### config.mk
export PLATFORM = sky130hd
export DESIGN_NAME = serial_to_parallel_array
export DESIGN_NICKNAME = d
export VERILOG_FILES = /design/src/rtl/serial_to_parallel_array.sv
export SDC_FILE = /design/constraint.sdc
export NUM_CORES = 1
export LEC_CHECK = 0
export CORE_ASPECT_RATIO = 1.75
export CORE_MARGIN = 2
export CORE_UTILIZATION = 40
export DETAILED_ROUTE_END_ITERATION = 10
export GPL_TIMING_DRIVEN = 0
export SLEW_MARGIN = 20
export SYNTH_ARGS = -nofsm -noshare
export SYNTH_HDL_FRONTEND = slang
export SYNTH_SLANG_ARGS = --single-unit
export TNS_END_PERCENT = 20
### constraint.sdc
create_clock -name clk -period 2.7 [get_ports clk]
set_input_delay 0.54 -clock clk [delete_from_list [all_inputs] [get_ports clk]]
set_output_delay 0.54 -clock clk [all_outputs]
set_load 0.03 [all_outputs]
### src/rtl/serial_to_parallel_array.sv
// serial_to_parallel_array: deserializes a signed sample stream into LANES-wide frames
// with valid/ready on both sides, double buffering, selectable fill order and early flush.
module serial_to_parallel_array #(
  parameter int WIDTH = 16,
  parameter int LANES = 8,
  parameter bit MSB_FIRST = 0
) (
  input  logic                             clk,
  input  logic                             rst_n,
  input  logic signed [WIDTH-1:0]          serial_in,
  input  logic                             in_valid,
  output logic                             in_ready,
  input  logic                             flush,
  output logic signed [WIDTH-1:0]          parallel_out [0:LANES-1],
  output logic                             out_valid,
  input  logic                             out_ready,
  output logic [$clog2(LANES+1)-1:0]       out_count
);
  localparam int IW = $clog2(LANES);
  localparam int CW = $clog2(LANES+1);
  logic signed [WIDTH-1:0] fill  [0:LANES-1];
  logic signed [WIDTH-1:0] frame [0:LANES-1];
  logic [IW-1:0] idx, lane;
  logic [CW-1:0] pend_cnt, cnt;
  logic accept, last, complete, slot_free, pending;
  // in_ready is itself the registered inverse of the pending flag
  assign pending   = !in_ready;
  assign accept    = in_valid && in_ready;
  assign last      = idx == IW'(LANES-1);
  assign complete  = accept ? (last || flush) : (flush && in_ready && idx != '0);
  assign cnt       = (accept && last) ? CW'(LANES) : CW'(idx) + CW'(accept);
  assign slot_free = !out_valid || out_ready;
  assign lane      = MSB_FIRST ? IW'(LANES-1) - idx : idx;
  always_comb begin
    frame = fill;
    if (accept) frame[lane] = serial_in;
  end
  always_ff @(posedge clk or negedge rst_n) begin
    if (!rst_n) begin
      fill         <= '{default: '0};
      parallel_out <= '{default: '0};
      idx          <= '0;
      pend_cnt     <= '0;
      out_count    <= '0;
      out_valid    <= 1'b0;
      in_ready     <= 1'b1;
    end else if (pending && slot_free) begin
      parallel_out <= fill;
      out_count    <= pend_cnt;
      out_valid    <= 1'b1;
      fill         <= '{default: '0};
      idx          <= '0;
      in_ready     <= 1'b1;
    end else if (complete && slot_free) begin
      parallel_out <= frame;
      out_count    <= cnt;
      out_valid    <= 1'b1;
      fill         <= '{default: '0};
      idx          <= '0;
    end else begin
      if (complete) begin
        fill     <= frame;
        pend_cnt <= cnt;
        in_ready <= 1'b0;
      end else if (accept) begin
        fill <= frame;
        idx  <= idx + IW'(1);
      end
      if (out_valid && out_ready) out_valid <= 1'b0;
    end
  end
endmodule

### Word-level counts from Yosys, hierarchy flattened

Cells that the tools add are included.

* register bits: 269
* input bits: 21

* add/subtract/negate cells: 2
* $lt $le $gt $ge: 2
* equality and inequality tests: 3
* muxes and demuxes: 24
* bitwise operators: 3
* reduce and logical (&&, ||, !) cells: 21

Operators with widths (number)
* 128-bit 2-to-1 mux: 7
* 128-bit bitwise mux: 1
* 16-bit demux with 3-bit select: 1
* 16-bit 2-to-1 mux: 1
* 3-bit 2-to-1 mux: 4
* 4-bit 2-to-1 mux: 3
* 3-bit nonzero test: 3
* 1-bit logical AND: 8
* 1-bit 2-to-1 mux: 7
* 3-bit by 1-bit adder with 4-bit output: 1
* 4-bit >= comparator (second input constant): 1
* 4-bit by 1-bit < comparator with 1-bit output (second input constant): 1
* 3-bit NOT with 4-bit output: 1
* 2-bit AND reduction: 2
* 2-bit nonzero test: 2
* 4-bit nonzero test: 1
* 3-bit by 1-bit adder with 3-bit output (second input constant): 1
* 3-bit equality test (second input constant): 1
* 3-bit by 1-bit inequality test with 1-bit output (second input constant): 1
* 3-bit AND reduction: 1
* 1-bit zero test: 2
* 1-bit logical OR: 2
* 2-bit inequality test (second input constant): 1
* 1-bit NOT: 2

### Longest topological paths before layout

* depth in word-level cells: 11
* depth in mapped cells: 10
* gate-level depth less buffers: 8

### Least setup slack after synthesis

OpenSTA, ideal clock, no wires.

* kind: reg-to-reg
* start point: reg idx[1]
* end point: reg fill[101] in the netlist's numbering
* library setup time: 0.067 ns
* data arrival time: 1.987 ns
* data required time: 2.633 ns
* path slack: 0.645 ns
* stages on the path, launching flop included: 8
* clock period less this slack: 2.055 ns
* path through: dfrtp_1 > ha_1 > ha_1 > a21oi_1 > o21ai_2 > a211oi_4 > buf_6 > a32o_1

* word-level cells in the longest chain between the ends: 11
* elaborated cells on any way between the ends: 19
* those cells by class: order compare: 2; eq/ne: 1; mux: 9; bitwise: 1; reduce/logical: 6

RTL lines
* from (decl): line 23 `logic [IW-1:0] idx, lane;`
* from (signal assigned): line 67 `idx <= idx + IW'(1);`
* 3-bit NOT with 4-bit output (implied by the code): line 36 `if (accept) frame[lane] = serial_in;`
* 4-bit >= comparator (implied by the code) / 4-bit by 1-bit < comparator with 1-bit output (equally long branches): line 36
* 1-bit logical AND (implied by the code): line 36
* 16-bit 2-to-1 mux (implied by the code): line 36
* 16-bit demux with 3-bit select: line 36
* 128-bit bitwise mux: line 36
* 128-bit 2-to-1 mux: line 36
* 128-bit 2-to-1 mux: line 65 `end else if (accept) begin`
* 128-bit 2-to-1 mux: line 61 `if (complete) begin`
* 128-bit 2-to-1 mux: line 54 `end else if (complete && slot_free) begin`
* 128-bit 2-to-1 mux: line 47 `end else if (pending && slot_free) begin`
* to (signal assigned): line 62 `fill <= frame;`
* to (signal assigned): line 66 `fill <= frame;`
* to (decl): line 21 `logic signed [WIDTH-1:0] fill [0:LANES-1];`

Several ways; a longest one is shown, not always the timed one. The select of a mux whose other input is x is not followed.
A chain may end at the register's enable or synchronous reset.

### Worst setup path in the final report

* start point: reg idx[1]
* end point: reg parallel_out[100] in the netlist's numbering

* word-level cells in the longest chain between the ends: 9
* elaborated cells on any way between the ends: 17
* those cells by class: order compare: 2; eq/ne: 1; mux: 7; bitwise: 1; reduce/logical: 6

RTL lines
* 3-bit NOT with 4-bit output (implied by the code): line 36
* 4-bit >= comparator (implied by the code) / 4-bit by 1-bit < comparator with 1-bit output (equally long branches): line 36
* 1-bit logical AND (implied by the code): line 36
* 16-bit 2-to-1 mux (implied by the code): line 36
* 16-bit demux with 3-bit select: line 36
* 128-bit bitwise mux: line 36
* 128-bit 2-to-1 mux: line 36
* 128-bit 2-to-1 mux: line 54
* 128-bit 2-to-1 mux: line 47
* to (signal assigned): line 48 `parallel_out <= fill;`
* to (signal assigned): line 55 `parallel_out <= frame;`
* to (decl): line 14 `output logic signed [WIDTH-1:0] parallel_out [0:LANES-1],`

Several ways; a longest one is shown, not always the timed one. The select of a mux whose other input is x is not followed.

==> summary by stage <==
Outcome
The flow ran to the end, and the final reports show no timing, DRC or antenna violations.

Power and ir drop
The power density over the cells is 1011 nW/um^2. IR analysis of the VDD net gives a maximum drop of just over 0.0006 V. The static leakage power is between 6 and 7 nW. Summing internal, switching and leakage power gives 14.36 mW.

Layout
The number of filler instances in the final layout is between 2000 and 3000. Of the cells placed in the final design, the portion with a size suffix greater than 1 is 0.1002. The number of diodes added for antenna fixing is 0. The post-synthesis to final-layout area growth is 26.93%. After the last flow step, the layout net total stands at approximately 1200. In the layout the commonest cells are sky130_fd_sc_hd__dfrtp_1, sky130_fd_sc_hd__clkdlybuf4s50_1, sky130_fd_sc_hd__nand2_1, sky130_fd_sc_hd__o21ai_0, sky130_fd_sc_hd__mux2i_1. For this run, the number of standard cells in the final layout without fillers is 1541. The most frequent standard cell in the layout excluding fill and tap cells is sky130_fd_sc_hd__dfrtp_1.

Clock network
The count of clock tree sinks is between 200 and 300. The clock-pin slew reported for the worst setup and hold paths after clock tree synthesis is about 0.060 ns. The CTS root buffer is sky130_fd_sc_hd__clkbuf_16.

The clock tree from TritonCTS is yes. The clock latency of the later-clocked register in the worst-skew pair is between 0.5 and 0.6 ns. Buffers inserted during clock tree synthesis total 27. In this run the post-CTS setup repair buffer count came out at 0. No sink is reached through more buffers than the 3 on the longest clock path. In this run the number of H-tree levels came out at 1.

Global routing
The total global-route track usage is 0.2242. The number of global-route vias before repair came to roughly 8400. The initial antenna violation count is 0. The maximum number of pins on one net before global-route repair is 100. The total global routing overflow is 0. The first global-routing pass estimated 49570 um of wire.

Logic synthesis
Counting flops and latches in the post-synthesis netlist gives about 270. The portion of synthesized cell area occupied by the leading cell type is 0.5996. Of the synthesized area, sequential elements account for 0.6019. Yosys attributes the largest share of cell area to sky130_fd_sc_hd__dfrtp_1, sky130_fd_sc_hd__mux2i_1, sky130_fd_sc_hd__o21ai_0. The number of warnings reported in the yosys synthesis log is 0.

The netlist area before placement is about 11000 um^2. The leading area contributor after synthesis is sky130_fd_sc_hd__dfrtp_1. The average instance in the mapped netlist occupies roughly 12 um^2. The unique cell type count in the Yosys netlist is between 40 and 50.

The number of nets handed over by synthesis was 988. In the synthesized netlist, the number of instances is roughly 960.

STA
The setup-violating endpoint count in the final report is 0. On the final layout, the worst clock skew is 0.01177 ns. In the finished design, the share of the clock period the worst path needs comes to 0.9280.

Summed over all failing endpoints, the final setup total negative slack is 0 ns. The final-report max-slew violation count was 0. For the pin with the worst max-slew slack, the measured transition is roughly 0.92 ns.

Derived from the worst setup path, the maximum achievable clock frequency is around 400 MHz. The setup slack after layout is 0.1945 ns. The headroom to the max-slew limit is 0.3827. The hold violation count in the final report is 0. Setup repair after global routing left no endpoint under its margin. The time the worst path needs with I/O delays and setup is about 2.5 ns.

Place
Routability-driven placement finished with a final weighted congestion of roughly 0.8. In this run, placement finished with an instance count of around 1500. The count of input and output buffers is roughly 150.

The minimum setup slack after placement is -0.3364 ns. Summed over all nets, the half-perimeter wirelength after detailed placement is 23070 um.

Critical path
The critical path arrival is 2.95 ns. The critical path is of the flip-flop to flip-flop type. The worst setup path is launched from a flip-flop. The critical path goes through ha_1, ha_1, and2_1, o221ai_4, buf_4, buf_4, buf_2, nand2_1, o21ai_0. The family with the most delay on the worst path is buffers and inverters.

The nature of the critical path endpoint is a flip-flop. The largest individual stage delay along the critical path comes from the cell sky130_fd_sc_hd__dfrtp_1. On the worst path, the slowest cell contributes a delay of between 0.4 and 0.5 ns. Counting both buffers and inverters, the worst setup path holds a total of 3. Data on the critical path is required at its endpoint by approximately 3.1 ns. Of all nets on the critical path, the largest fanout is 10.

Job
Max-cap violations in this run came to 0.

Floorplan
The total number of placement rows is just over 80. The die covers roughly 30000 um^2. The area of the core region is 27770 um^2.

The die is 225.2 um tall. The floorplan die width is 130.4 um. The starting density of the core is 0.4028. For this design the top-level I/O count stands at 155.

Routing
The remaining antenna violation count after routing is 0. The detailed router placed just over 8000 vias in this run. The routed length per instance is 20.82 um. The first-pass detailed-route iteration total is 5.

The wire length after detailed routing is ~32000 um. Using the TritonRoute via totals, the vias-per-cell ratio works out to about 5.3. The remaining design rule violation count is 0. The first routing iteration left between 400 and 500 violations.

Min path
The type of the tightest min-delay check is flip-flop to flip-flop.
stage by stage:
stage | hold WS (ns) | util | instance area [um^2]
after floorplan | 0.2444 | - | 11190
after global placement | 0.4627 | 0.4751 | 13190
after detailed placement | 0.4688 | 0.4783 | 13280
after CTS | 0.4835 | 0.5105 | 14180
after global routing | 0.5068 | 0.5113 | 14200
final | 0.4735 | 0.5113 | 14200
synth_stat cells (all sizes together):
library cell,count
a211oi,3
a21oi,4
a22o,66
a31oi,16
a32o,16
and2,6
and4,1
buf,47
clkbuf,39
dfrtp,268
dfstp,1
ha,5
inv,3
mux2,5
mux2i,116
nand2,153
nand2b,5
nand3,2
nand4,1
nor2,54
nor2b,2
nor3,3
nor3b,1
nor4,1
o21ai,118
o221a,1
o221ai,1
o2bb2ai,16
or2,1
or2b,1
or3,3
or4,2
xnor2,1
power breakdown:
part / switching [mW] / internal [mW] / leakage, nW / total [mW]
Clock: 1.58 / 2.20 / 0.432 / 3.78
Sequential: 0.524 / 4.92 / 3.67 / 5.44
Combinational: 3.21 / 1.93 / 2.53 / 5.14
Total: 5.32 / 9.04 / 6.64 / 14.4
kinds of logic (layout without fill, tap and decap cells):
kind of cell / Yosys count / in the layout / synth area share
AO/OA/AOI/OAI: 241 / 241 / 0.1504
XOR/XNOR: 1 / 1 / 0.0007831
adder cells (fa/ha/maj): 5 / 5 / 0.005593
buffers and inverters: 89 / 295 / 0.04239
flip-flops: 269 / 269 / 0.6019
multiplexers: 121 / 121 / 0.1088
AND/OR/NAND/NOR: 236 / 236 / 0.09005
sequential cells by signal, indices dropped and copies added, names as in the netlist:
signal,flops
pend_cnt,4
in_ready,1
idx,3
fill,128
parallel_out,128
out_valid,1
out_count,4
worst min-delay path: cells and delay by family, from the launching register on:
family | cells | cell delay (ns)
DFF | 1 | 0.34
and+or+nand+nor | 1 | 0.04
AOI/OAI and AO/OA | 1 | 0.05
per-layer routing:
layer / vias up / global-route usage / part of all wire
met5: - / 0 / 0
met4: 0 / 0.09472 / 0.041
met3: 55 / 0.02374 / 0.043
met2: 202 / 0.3982 / 0.52
li1: 3755 / - / -
met1: 4154 / 0.2740 / 0.39
worst paths after layout:
kind / slack (ns) / cells past startpoint / to / startpoint
setup / recovery: 0.19 / 9 / parallel_out[100] / idx[1]
hold / removal: 0.47 / 2 / parallel_out[37] / parallel_out[37]
setup reg to reg: 0.19 / 9 / parallel_out[100] / idx[1]
hold reg to reg: 0.47 / 2 / parallel_out[37] / parallel_out[37]
max in group asynchronous: 1.32 / 3 / parallel_out[29] / rst_n
min in group asynchronous: 0.51 / 2 / out_count[0] / rst_n
repair_timing:
item | 4_1_cts | 5_1_grt
gates resized for setup | 0 | 4
hold buffers | 1 | 0
endpoints found under the setup margin | 37 | 125
cloned | 0 | 0
hold endpoints to repair | 48 | 0
layout make-up:
class,instances,area [um^2],area share
well taps,373,466.7,0.03287
multi-input cells,604,3996,0.2815
repair buffers,158,1639,0.1154
inverters,3,11.26,0.0007931
flip-flops and latches,269,6733,0.4742
clock buffers,40,784.5,0.05525
clock inverters,9,103.9,0.007314
plain buffers,85,464.2,0.03269
Note: power is estimated with default switching activity, not from simulation.
==> RTL edit 1: new RTL, same settings <==
Make the reset (`rst_n`) synchronous in one clocked block.
--- a/src/rtl/serial_to_parallel_array.sv
+++ b/src/rtl/serial_to_parallel_array.sv
@@ -35,7 +35,7 @@
     frame = fill;
     if (accept) frame[lane] = serial_in;
   end
-  always_ff @(posedge clk or negedge rst_n) begin
+  always_ff @(posedge clk) begin
     if (!rst_n) begin
       fill         <= '{default: '0};
       parallel_out <= '{default: '0};
Function: differs if rst_n is asserted again (counterexample within 4 cycles, from zero or initial values and one cycle with rst_n low); with rst_n held inactive, the same outputs for 4 cycles.
==> RTL edit 1 against the unedited design <==
First-iteration DRC count down 31%. Sequential cell count is the same. Routed wire length down 25%. Area after synthesis shrank 17%. Synthesized cell count is 17% lower. Final area fell by 16%. Clock skew up 0.0011 ns. Critical path depth unchanged. Setup slack better by 0.091 ns. Critical endpoint is now parallel_out[89]$_SDFFE_PN0P_. Largest cell class unchanged. Highest routed layer unchanged.
Power is not compared: it rests on default switching activity, and its combinational part moved more than twofold at a synthesized area within 25%.
==> RTL edit 1: results (changes against the unedited design) <==
\begin{tabular}{lr}
\hline
Metric & Value \\
\hline
\multicolumn{2}{l}{\textbf{STA}} \\
Transition time of the tightest slew-check pin & 0.908 ns (-0.0103 ns) \\
Final period demand of the worst path & 2.41 ns (-0.0912 ns) \\
Final worst clock skew & 0.0129 ns (+0.00109 ns) \\
\multicolumn{2}{l}{\textbf{Drt}} \\
Drt via density & 4.95 (-6.5\%) \\
Detail-routed net length per standard cell & 18.7 um (-10\%) \\
\multicolumn{2}{l}{\textbf{Setup path}} \\
Worst-case register-to-register setup slack & 0.29 ns (+0.09 ns) \\
Data arrival time of the worst path & 2.80 ns (-0.15 ns) \\
\multicolumn{2}{l}{\textbf{GRT}} \\
Pin count of the biggest net entering global routing & 16 (-84\%) \\
Fraction of met3 tracks used by global routing & 0.0283 (+0.00453) \\
Met1 Resource Use GR & 0.233 (-0.0411) \\
Via count of the first global-routing pass & 6,383 (-24\%) \\
\multicolumn{2}{l}{\textbf{Synthesis}} \\
Post-Syn Nets & 828 (-16\%) \\
Proportion of synthesized chip area in sequential cells & 0.581 (-0.0204) \\
Most frequent cells after synthesis & 269 x sky130\_fd\_sc\_hd\_\_dfxtp\_1, 134 x sky130\_fd\_sc\_hd\_\_mux2i\_1, 132 x sky130\_fd\_sc\_hd\_\_nor2\_1 \\
Multiplexer area fraction after synthesis & 0.145 (+0.0360) \\
Main area contributors after synthesis & sky130\_fd\_sc\_hd\_\_dfxtp\_1 58\%, sky130\_fd\_sc\_hd\_\_mux2i\_1 14\%, sky130\_fd\_sc\_hd\_\_o2bb2ai\_1 12\% \\
Per-instance average area after synthesis & 11.5 sq um (-0.69\%) \\
Xor and xnor area share after synthesis & 0.00189 (+0.00111) \\
Number of different library cells in the post-synthesis netlist & 33 (-25\%) \\
\multicolumn{2}{l}{\textbf{Final layout}} \\
Layout cell share with drive strength beyond 1 & 0.105 (+0.00440) \\
\multicolumn{2}{l}{\textbf{Placed design}} \\
Worst slack, placed & -0.353 ns (-0.0169 ns) \\
Post-DP HPWL & 16.7 mm (-28\%) \\
Final Wtd Congestion & 0.772 (-3.0\%) \\
Number of placed cells counting well taps & 1,240 (-17\%) \\
\multicolumn{2}{l}{\textbf{Status}} \\
Result of the run & finished, final reports clean \\
\multicolumn{2}{l}{\textbf{Clocking}} \\
Resized cells post-CTS & 1 (+1) \\
Insertion delay to the later sink of the worst-skew pair & 0.52 ns (-0.02 ns) \\
\hline
\end{tabular}
RTL edit 1: cell types whose count changed after synthesis, sizes merged, moves of 13 or more:
| cell | delta |
|---|---|
| a32o | -16 |
| dfxtp | +269 |
| nand2 | -143 |
| o2bb2ai | +112 |
| dfrtp | -268 |
| a31oi | -13 |
| a22o | -66 |
| o21ai | -113 |
| mux2i | +18 |
| clkbuf | -18 |
| nor2 | +82 |
RTL edit 1: logic make-up (layout without fill, tap and decap cells):
| group | Yosys count | in the layout |
|---|---|---|
| AND/OR/NAND/NOR | 170 | 170 |
| buffers and inverters | 79 | 262 |
| flip-flops | 269 | 269 |
| adder cells (fa/ha/maj) | 5 | 5 |
| AO/OA/AOI/OAI | 143 | 143 |
| XOR/XNOR | 2 | 2 |
| multiplexers | 134 | 134 |
RTL edit 1: area by class of cell:
type / count / area share
timing repair buffer: 141 / 0.118
tap: 300 / 0.0316
buffer: 75 / 0.0404
multi-input combinational: 454 / 0.285
clock buffer: 38 / 0.0636
clock inverter: 4 / 0.00590
inverter: 4 / 0.00127
sequential: 269 / 0.454
RTL edit 1: metrics by stage:
| stage | utilization | hold slack [ns] | area, sq um |
|---|---|---|---|
| after floorplan | - | 0.430 | 9260 |
| after global placement | 0.484 | 0.445 | 11000 |
| after detailed placement | 0.484 | 0.445 | 11000 |
| after CTS | 0.521 | 0.461 | 11800 |
| after global routing | 0.522 | 0.477 | 11900 |
| final | 0.522 | 0.459 | 11900 |
RTL edit 1: power breakdown:
group / total (mW) / switching [mW] / internal [mW]
sequential: 4.03 / 0.0213 / 4.01
combinational: 0.507 / 0.337 / 0.170
clock: 3.56 / 1.46 / 2.10
RTL edit 1: worst paths after layout:
path	from	endpoint	cells past startpoint
setup / recovery	idx[0]$_SDFFE_PP0P_	parallel_out[89]$_SDFFE_PN0P_	9
hold / removal	pend_cnt[2]$_SDFFE_PN0P_	out_count[2]$_SDFFE_PN0P_	2
setup reg to reg	idx[0]$_SDFFE_PP0P_	parallel_out[89]$_SDFFE_PN0P_	9
hold reg to reg	pend_cnt[2]$_SDFFE_PN0P_	out_count[2]$_SDFFE_PN0P_	2
RTL edit 1: worst max-delay path: stages, from the launching register on:
cell and delay, ns:
sky130_fd_sc_hd__dfxtp_1 0.50, sky130_fd_sc_hd__ha_1 0.20, sky130_fd_sc_hd__ha_1 0.21, sky130_fd_sc_hd__nand2_1 0.12, sky130_fd_sc_hd__a311oi_4 0.29, sky130_fd_sc_hd__buf_4 0.19
sky130_fd_sc_hd__nor2b_1 0.06, sky130_fd_sc_hd__clkbuf_2 0.28, sky130_fd_sc_hd__buf_2 0.29, sky130_fd_sc_hd__o2bb2ai_1 0.15
RTL edit 1: routing by layer:
metal,vias to the layer above,part of all wire
li1,3155,-
met1,3071,0.43
met2,119,0.52
met3,21,0.039
met4,0,0.013
met5,-,0
==> RTL edit 2: new RTL, same settings <==
Without the edit above. Set the parameter `MSB_FIRST` to 1 (it was 0).
--- a/src/rtl/serial_to_parallel_array.sv
+++ b/src/rtl/serial_to_parallel_array.sv
@@ -3,7 +3,7 @@
 module serial_to_parallel_array #(
   parameter int WIDTH = 16,
   parameter int LANES = 8,
-  parameter bit MSB_FIRST = 0
+  parameter bit MSB_FIRST = 1
 ) (
   input  logic                             clk,
   input  logic                             rst_n,
Behaviour: not the same (Yosys sat finds a counterexample within 4 cycles, from zero or initial values and one cycle with rst_n low).
==> RTL edit 2 against the unedited design <==
Sequential cell count unchanged. Area after synthesis decreased by 5.4%. Count of clock-buffer cells in the layout decreased by 9. Routed wire length decreased by 13%. Cell count decreased by 7.0%. Setup slack improved by 0.023 ns. Power increased by 14%. Final area decreased by 6.2%. Critical path type unchanged. Highest routed layer unchanged.
==> RTL edit 2: results (changes against the unedited design) <==
\begin{tabular}{lr}
\hline
Metric & Value \\
\hline
\multicolumn{2}{l}{\textbf{Power and ir drop}} \\
Worst IR Drop VDD & 741 uV (+23\%) \\
Switching part of the total power & 0.386 (+0.0156) \\
P\_leak & 6.21 nW (-6.4\%) \\
\multicolumn{2}{l}{\textbf{GRT}} \\
Via count of the first global-routing pass & 7,347 (-13\%) \\
Routing usage on met2 & 0.357 (-0.0414) \\
Met1 Resource Use GR & 0.260 (-0.0142) \\
Fraction of met3 tracks used by global routing & 0.0215 (-0.00229) \\
\multicolumn{2}{l}{\textbf{STA}} \\
Worst hold slack & 0.511 ns (+0.0378 ns) \\
Transition time of the tightest slew-check pin & 0.983 ns (+0.0643 ns) \\
Maximum clock frequency & 403 MHz (+0.91\%) \\
Final worst clock skew & 0.0107 ns (-0.00109 ns) \\
\multicolumn{2}{l}{\textbf{Status}} \\
Result of the run & finished, final reports clean \\
\multicolumn{2}{l}{\textbf{Drt}} \\
Detail-routed net length per standard cell & 19.5 um (-6.5\%) \\
Number of design-rule violations left by the first detailed-router iteration & 543 (+35\%) \\
Met2 layer wire length in the routed design & 14.6 mm (-13\%) \\
WL met3 & 971 um (-30\%) \\
\multicolumn{2}{l}{\textbf{Placed design}} \\
Final Wtd Congestion & 0.815 (+2.3\%) \\
Count of buffers from port buffering & 138 (-10\%) \\
Post-DP HPWL & 18.8 mm (-18\%) \\
\multicolumn{2}{l}{\textbf{Final layout}} \\
Layout cell share with drive strength beyond 1 & 0.104 (+0.00405) \\
Layout fillers & 2,363 (-8.4\%) \\
Multi-input logic portion of the cell area & 0.254 (-0.0274) \\
Area of combinational cells with multiple inputs & 3380 sq um (-15\%) \\
Layout multi-input combinational cell count & 578 (-4.3\%) \\
Number of buffers other than clock buffers in the final layout & 214 (-12\%) \\
Non-clock inverter total of the final layout & 7 (+4) \\
\multicolumn{2}{l}{\textbf{Min path}} \\
Hold Crit Depth & 3 (+1) \\
Worst Hold Path EP & fill[31]\$\_DFFE\_PN0P\_ \\
Hold path startpoint & serial\_in[15] \\
\multicolumn{2}{l}{\textbf{Clocking}} \\
Insertion delay to the later sink of the worst-skew pair & 0.52 ns (-0.02 ns) \\
\multicolumn{2}{l}{\textbf{Synthesis}} \\
Number of different library cells in the post-synthesis netlist & 38 (-14\%) \\
Most frequent cells after synthesis & 268 x sky130\_fd\_sc\_hd\_\_dfrtp\_1, 262 x sky130\_fd\_sc\_hd\_\_nor2\_1, 132 x sky130\_fd\_sc\_hd\_\_a21oi\_1 \\
\multicolumn{2}{l}{\textbf{Setup path}} \\
Data arrival time of the worst path & 2.88 ns (-0.07 ns) \\
Reg2Reg Depth & 8 (-1) \\
\hline
\end{tabular}
==> RTL edit 2: changes by cell type after synthesis, moves of 22 or more <==
| cell | change |
|---|---|
| sky130_fd_sc_hd__a21oi_1 | +129 |
| sky130_fd_sc_hd__a22o_1 | -64 |
| sky130_fd_sc_hd__clkbuf_1 | -22 |
| sky130_fd_sc_hd__nand2_1 | -143 |
| sky130_fd_sc_hd__nor2_1 | +211 |
| sky130_fd_sc_hd__o21ai_0 | -112 |
==> RTL edit 2: cell families (layout without fill, tap and decap cells) <==
logic type / Yosys count / after routing / share of synthesized area
AO/OA/AOI/OAI: 147 / 147 / 0.0726
adder cells (fa/ha/maj): 5 / 5 / 0.00591
XOR/XNOR: 1 / 1 / 0.000828
multiplexers: 133 / 133 / 0.126
buffers and inverters: 80 / 266 / 0.0442
AND/OR/NAND/NOR: 292 / 292 / 0.114
flip-flops: 269 / 269 / 0.636
==> RTL edit 2: worst min-delay path, delay by kind of cell <==
family	cells	cell delay, ns
simple gates	1	0.05
mux	1	0.21
buf+inv	1	0.18
